===== config.mk =====
export PLATFORM = sky130hd
export DESIGN_NAME = freq_div_ratio_ctrl
export DESIGN_NICKNAME = d
export VERILOG_FILES = /design/src/rtl/freq_div_ratio_ctrl.sv
export SDC_FILE = /design/constraint.sdc
export NUM_CORES = 1
export LEC_CHECK = 0
export ABC_CLOCK_PERIOD_IN_PS = 2300
export CORE_MARGIN = 2
export CORE_UTILIZATION = 50
export DETAILED_ROUTE_END_ITERATION = 6
export HOLD_SLACK_MARGIN = 0.1
export PLACE_DENSITY = 0.78
export SYNTH_ARGS = -nofsm -noshare
export SYNTH_HDL_FRONTEND = slang
export SYNTH_SLANG_ARGS = --single-unit

===== constraint.sdc =====
create_clock -name clkin -period 2.3 [get_ports clkin]
set_clock_uncertainty 0.15 [all_clocks]
set_input_delay 0.46 -clock clkin [delete_from_list [all_inputs] [get_ports clkin]]
set_output_delay 0.46 -clock clkin [all_outputs]
set_load 0.05 [all_outputs]

===== src/rtl/freq_div_ratio_ctrl.sv =====
// Ratio update controller for the programmable divider: range-checked config port,
// one-deep pending slot, and a 4-phase req/ack handshake with per-phase timeouts.
module freq_div_ratio_ctrl #(
    parameter int MIN_RATIO   = 2,
    parameter int RESET_RATIO = 10,
    parameter int HOLD_CYC    = 2,
    parameter int TIMEOUT_CYC = 1024,
    parameter int SYNC_STAGES = 2
) (
    input  logic       clkin,
    input  logic       rst,
    input  logic [9:0] cfg_ratio,
    input  logic       cfg_valid,
    output logic       cfg_ready,
    input  logic       cfg_clr_err,
    output logic [9:0] ratio,
    output logic       ratio_upd_req,
    input  logic       ratio_upd_ack,
    output logic [9:0] active_ratio,
    output logic       busy,
    output logic       err_range,
    output logic       err_timeout
);

    localparam int TW = $clog2(TIMEOUT_CYC);
    localparam logic [TW-1:0] TMO_LAST  = TW'(TIMEOUT_CYC - 1);
    localparam logic [TW-1:0] HOLD_LAST = TW'(HOLD_CYC - 1);
    localparam logic [TW-1:0] TMR_MAX   = {TW{1'b1}};
    localparam logic [TW-1:0] TMR_ZERO  = {TW{1'b0}};
    localparam logic [TW-1:0] TMR_ONE   = TW'(1);
    localparam logic [9:0]    MIN_R     = 10'(MIN_RATIO);
    localparam logic [9:0]    RESET_R   = 10'(RESET_RATIO);

    typedef enum logic [1:0] {
        ST_IDLE = 2'd0,
        ST_REQ  = 2'd1,
        ST_HOLD = 2'd2,
        ST_REL  = 2'd3
    } state_t;

    state_t                 state_r;
    state_t                 state_nxt;
    logic [TW-1:0]          timer_r;
    logic [TW-1:0]          timer_nxt;
    logic [SYNC_STAGES-1:0] sync_r;
    logic [9:0]             pend_r;
    logic                   pend_vld_r;
    logic                   ack_s;
    logic                   accept_s;
    logic                   in_range_s;
    logic                   load_s;
    logic                   req_nxt;
    logic                   act_upd_s;
    logic                   tmo_s;

    assign ack_s      = sync_r[SYNC_STAGES-1];
    assign cfg_ready  = ~pend_vld_r;
    assign accept_s   = cfg_valid & ~pend_vld_r;
    assign in_range_s = (cfg_ratio >= MIN_R);
    assign busy       = (state_r != ST_IDLE) | pend_vld_r;

    // Acknowledge synchroniser; the only consumer of the raw ack input.
    always_ff @(posedge clkin) begin
        if (rst) begin
            sync_r <= {SYNC_STAGES{1'b0}};
        end else begin
            sync_r <= {sync_r[SYNC_STAGES-2:0], ratio_upd_ack};
        end
    end

    // Handshake next-state, request level and phase timer.
    always_comb begin
        state_nxt = state_r;
        req_nxt   = ratio_upd_req;
        load_s    = 1'b0;
        act_upd_s = 1'b0;
        tmo_s     = 1'b0;
        timer_nxt = timer_r;
        case (state_r)
            ST_IDLE: begin
                if (pend_vld_r) begin
                    load_s    = 1'b1;
                    req_nxt   = 1'b1;
                    state_nxt = ST_REQ;
                end else begin
                    req_nxt = 1'b0;
                end
            end
            ST_REQ: begin
                if (ack_s) begin
                    req_nxt   = 1'b1;
                    state_nxt = ST_HOLD;
                end else if (timer_r == TMO_LAST) begin
                    req_nxt   = 1'b0;
                    tmo_s     = 1'b1;
                    state_nxt = ST_IDLE;
                end else begin
                    req_nxt = 1'b1;
                end
            end
            ST_HOLD: begin
                if (timer_r == HOLD_LAST) begin
                    req_nxt   = 1'b0;
                    state_nxt = ST_REL;
                end else begin
                    req_nxt = 1'b1;
                end
            end
            ST_REL: begin
                req_nxt = 1'b0;
                if (!ack_s) begin
                    act_upd_s = 1'b1;
                    state_nxt = ST_IDLE;
                end else if (timer_r == TMO_LAST) begin
                    tmo_s     = 1'b1;
                    state_nxt = ST_IDLE;
                end else begin
                    state_nxt = ST_REL;
                end
            end
            default: begin
                req_nxt   = 1'b0;
                state_nxt = ST_IDLE;
            end
        endcase
        // Timer restarts on every state entry and saturates instead of wrapping.
        if (state_nxt != state_r) begin
            timer_nxt = TMR_ZERO;
        end else if (timer_r != TMR_MAX) begin
            timer_nxt = timer_r + TMR_ONE;
        end else begin
            timer_nxt = timer_r;
        end
    end

    // FSM state, timer and divider-facing registers.
    always_ff @(posedge clkin) begin
        if (rst) begin
            state_r       <= ST_IDLE;
            timer_r       <= TMR_ZERO;
            ratio_upd_req <= 1'b0;
            ratio         <= RESET_R;
            active_ratio  <= RESET_R;
        end else begin
            state_r       <= state_nxt;
            timer_r       <= timer_nxt;
            ratio_upd_req <= req_nxt;
            if (load_s) begin
                ratio <= pend_r;
            end
            if (act_upd_s) begin
                active_ratio <= ratio;
            end
        end
    end

    // Pending slot: filled by an in-range accept, emptied by the IDLE load.
    always_ff @(posedge clkin) begin
        if (rst) begin
            pend_r     <= RESET_R;
            pend_vld_r <= 1'b0;
        end else if (accept_s && in_range_s) begin
            pend_r     <= cfg_ratio;
            pend_vld_r <= 1'b1;
        end else if (load_s) begin
            pend_vld_r <= 1'b0;
        end
    end

    // Sticky error flags; a new error in the clear cycle takes priority.
    always_ff @(posedge clkin) begin
        if (rst) begin
            err_range   <= 1'b0;
            err_timeout <= 1'b0;
        end else begin
            if (accept_s && !in_range_s) begin
                err_range <= 1'b1;
            end else if (cfg_clr_err) begin
                err_range <= 1'b0;
            end
            if (tmo_s) begin
                err_timeout <= 1'b1;
            end else if (cfg_clr_err) begin
                err_timeout <= 1'b0;
            end
        end
    end

endmodule


# Yosys cells after proc, flatten, opt, wreduce, memory -nomap -nowiden
# Index checks and enable logic that the tools add are counted.
dict set report op_classes {
  shift 0
  div 0
  add_sub_neg 1
  reduce_logical 9
  bitwise_logic 3
  n_mul 0
  n_lt_le_gt_ge 1
  n_eq_ne 7
  n_mux 24
}
# operator n
set ops {}
lappend ops {{1-bit 2-to-1 mux} 15}
lappend ops {{2-bit 2-to-1 mux} 6}
lappend ops {{10-bit by 1-bit adder with 10-bit output (second input constant)} 1}
lappend ops {{10-bit by 1-bit == test with 1-bit output (second input constant)} 1}
lappend ops {{10-bit == test (second input constant)} 1}
lappend ops {{10-bit by 2-bit greater-or-equal comparator with 1-bit output (second input constant)} 1}
lappend ops {{10-bit != test (second input constant)} 1}
lappend ops {{2-bit case mux with 4 select lines} 1}
lappend ops {{2-bit nonzero test} 4}
lappend ops {{2-bit == test (second input constant)} 2}
lappend ops {{1-bit case mux with 4 select lines} 1}
lappend ops {{2-bit by 1-bit == test with 1-bit output (second input constant)} 1}
lappend ops {{1-bit logical AND} 2}
lappend ops {{2-bit zero test} 1}
lappend ops {{2-bit != test} 1}
lappend ops {{1-bit case mux with 2 select lines} 1}
lappend ops {{2-bit OR reduction} 1}
lappend ops {{1-bit AND} 1}
lappend ops {{1-bit zero test} 1}
lappend ops {{1-bit NOT} 1}
lappend ops {{1-bit bitwise OR} 1}
dict set report totals {
  latch_bits 0
  ff_bits 48
  word_cells 55
  rom_bits 0
  output_inout_bits 25
  mem_bits_rw 0
  n_memories 0
}

# Longest topological paths before layout
dict set report depth {
  ltp_word 6
  mapped_depth 6
}

# Worst setup path before layout
# No wires, ideal clock.
dict set report synth_timing {
  path_type {input-to-reg}
  startpoint {input port cfg_ratio[6]}
  endpoint {register pend_r[0]}
  cell_stages 5
  arrival_ns 1.679
  n_path_buf 1
  slack_ns 0.343
  path_cell_list {or4_1 o31ai_2 buf_6 mux2i_1 nor2_1}
}
dict set report synth_via {
  elab_chain_len 2
}
# item line_no
set synth_rtl {}
lappend synth_rtl {{start: declaration} 12} ;# input logic [9:0] cfg_ratio,
lappend synth_rtl {{10-bit by 2-bit greater-or-equal comparator with 1-bit output} 59} ;# assign in_range_s = (cfg_ratio >= MIN_R);
lappend synth_rtl {{1-bit logical AND} 162} ;# end else if (accept_s && in_range_s) begin
lappend synth_rtl {{end signal: assignment} 163} ;# pend_r <= cfg_ratio;
lappend synth_rtl {{end: declaration} 46} ;# logic [9:0] pend_r;
# Every way passes these cells.
# A chain may end at the register's enable or synchronous reset.

# Worst setup path after layout
dict set report layout_timing {
  startpoint {register pend_vld_r}
  endpoint {output port cfg_ready}
}
dict set report layout_via {
  elab_chain_len 1
}
# item line_no
set layout_rtl {}
lappend layout_rtl {{start: declaration} 47} ;# logic pend_vld_r;
lappend layout_rtl {{start signal: assignment} 161} ;# pend_vld_r <= 1'b0;
lappend layout_rtl {{start signal: assignment} 164} ;# pend_vld_r <= 1'b1;
lappend layout_rtl {{start signal: assignment} 166} ;# pend_vld_r <= 1'b0;
lappend layout_rtl {{1-bit NOT} 57} ;# assign cfg_ready = ~pend_vld_r;
lappend layout_rtl {{end: declaration} 14} ;# output logic cfg_ready,
# Every way passes these cells.

==> metrics <==
RSZ-0062 raised after global routing no; synthesized area 1950 sq um; leak pwr 0.940 nW; Finished Layout Cells 314; Worst EP arrival 1560 ps; CTS clock-pin slew for the worst setup and hold paths 80 ps; top cells by count, synth dfxtp_1 (48), nand2_1 (47), nor2_1 (22), a21oi_1 (21), clkbuf_1 (9); dominant synthesized flop cell dfxtp_1; Async S/R FF share, synth 0; initial antenna violation count 0; Logic pwr share 0.151; depth of the worst register-to-register path 5; # nets final 283; Power Internal 0.00142 W; register area share after synthesis 0.494; die height 66.4 um; GRT Overall Usage 0.203; Pwr per Cell Area 755 nW/um^2; area grow syn2layout 28.9%; Area contributors post-synth dfxtp_1 (49%), nand2_1 (9.1%), a21oi_1 (5.4%); Core Box Area 3720 sq um; first-pass GRT wire length 6.76 mm; synth warn 0; sw power 0.000475 W; Multi-input gate area 900 sq um; Post-synth EDFFs 0; relative slew slack 0.568; Mapped Nets 242; fin crit share 0.945; # diodes 0; Routed WL 4.03 mm; Max Slew Vio Count 0; cts repair resizes 0; total congestion overflow 0; clk sinks 48; CP Launch Type flip-flop; pin count of the biggest net entering global routing 35; Setup-failing EPs final 0; total CTS buffers 5; TritonCTS clock tree built; # rows 22; clock group share of total power 0.367; share of layout cells above drive strength 1 0.0902; post-DR wirelength/cell 12.8 um; die area 4410 sq um; met2 Use GR 0.293; hold depth 1; Initial Utilization 0.524; post-layout util 0.675; post-synth top area share 0.494; post-synth top area cell dfxtp_1; Crit. End Element primary output; DRT antenna net count 0; gpl congestion 0.866; Die W 66.4 um; met1 Usage GRT 0.287; met3 Resource Use GR 0.0409; Hold Vio Cnt, Final 0; H-tree depth 2; Ports 40; worst endpoint required time 1690 ps; I/O Buffers 39; vias in the first global route 1435; Seq pwr share 0.482; Layout fillers 327; critical setup path kind flip-flop to primary output; Via Count 1669; outcome finished, final reports clean; Post-Layout Inst Area 2510 sq um; Reg area 961 sq um; GR peak layer met2; most frequent cell after synthesis dfxtp_1; clk buf depth 2; drt drc 0; WHS 297 ps; Post-CTS Setup Bufs 0; time the worst path needs with I/O delays and setup 2170 ps; hold buffer count at CTS 0; FF+latch count, synth 48; CTS root buffer clkbuf_8; Synth Area per Inst 8.65 sq um; distinct cell type count after synthesis 40; cell count after synthesis 225; cell count after placement 307; TritonRoute pass-1 iters 5; Worst-Skew Late Latency 300 ps; area post-placement 2380 sq um; DRT iter0 DRCs 96; Fmax 460 MHz; Worst Max-Slew Pin Slew 646 ps; worst hold path class flip-flop to flip-flop; Sw Share 0.251; Via density 5.32; max cap viols 0; Max rail drop VDD 0.576 mV; crit-path max FO 5; dpl hpwl 2.81 mm
path summary, 6_finish.rpt:
path | start | end | slack [ps]
setup / recovery | pend_vld_r$_SDFFE_PP0P_ | cfg_ready | 130
hold / removal | sync_r[0]$_SDFF_PP0_ | sync_r[1]$_SDFF_PP0_ | 300
setup reg to reg | timer_r[0]$_SDFFE_PP0N_ | timer_r[1]$_SDFFE_PP0N_ | 230
hold reg to reg | sync_r[0]$_SDFF_PP0_ | sync_r[1]$_SDFF_PP0_ | 300
routing by layer:
metal | part of all wire | vias to the layer above
li1 | - | 853
met1 | 0.50 | 764
met2 | 0.44 | 43
met3 | 0.042 | 9
met4 | 0.019 | 0
met5 | 0 | -
sequential cells by signal, summed over array words and instances (netlist names):
signal	count
timer_r	10
sync_r	2
state_r	2
err_range	1
ratio	10
pend_vld_r	1
ratio_upd_req	1
active_ratio	10
pend_r	10
err_timeout	1
cell type report:
class	count	share of cell area
multi-input combinational	160	0.359
tap	48	0.0239
sequential	48	0.383
clock buffer	5	0.0274
clock inverter	2	0.0239
timing repair buffer	46	0.176
inverter	5	0.00748
cells by family (layout without fill, tap and decap cells):
logic type / count (synthesis) / in the layout / share of synthesized area
xor+xnor: 3 / 3 / 0.0135
compound gates: 43 / 43 / 0.147
buf+inv: 17 / 58 / 0.0443
mux: 6 / 6 / 0.0308
flops: 48 / 48 / 0.494
simple gates: 106 / 106 / 0.258
fa+ha+maj: 2 / 2 / 0.0129
through the flow:
| step | setup TNS (ps) | power [W] | worst slack [ps] |
|---|---|---|---|
| 2_1_floorplan | 0 | 0.00112 | 343 |
| 3_3_place_gp | -402 | 0.00121 | -62.5 |
| 3_5_place_dp | -710 | 0.00122 | -102 |
| 4_1_cts | 0 | 0.00190 | 116 |
| 5_1_grt | 0 | 0.00196 | 60.1 |
| 6_report | 0 | 0.00189 | 126 |
cell usage in the layout (no fill, tap or decap), types with 6 or more instances in the layout:
cell type / instances
a21oi_1: 21
nor2_1: 22
buf_4: 8
clkdlybuf4s50_1: 38
nand2_1: 47
dfxtp_1: 48
mux2i_1: 6
power by group through the flow:
stage / registers (W) / clock network [W] / logic [W]
finish: 0.000912 / 0.000695 / 0.000287
global route: 0.000919 / 0.000733 / 0.000312
CTS: 0.000911 / 0.000702 / 0.000288
detailed placement: 0.000931 / 0 / 0.000285
global placement: 0.000929 / 0 / 0.000282
floorplan: 0.000958 / 0 / 0.000165
worst max-delay path: stages, from the launching register on:
cell	delay, ps
dfxtp_1	350
inv_1	110
clkdlybuf4s50_1	810
Power figures use the tool's default switching activity.
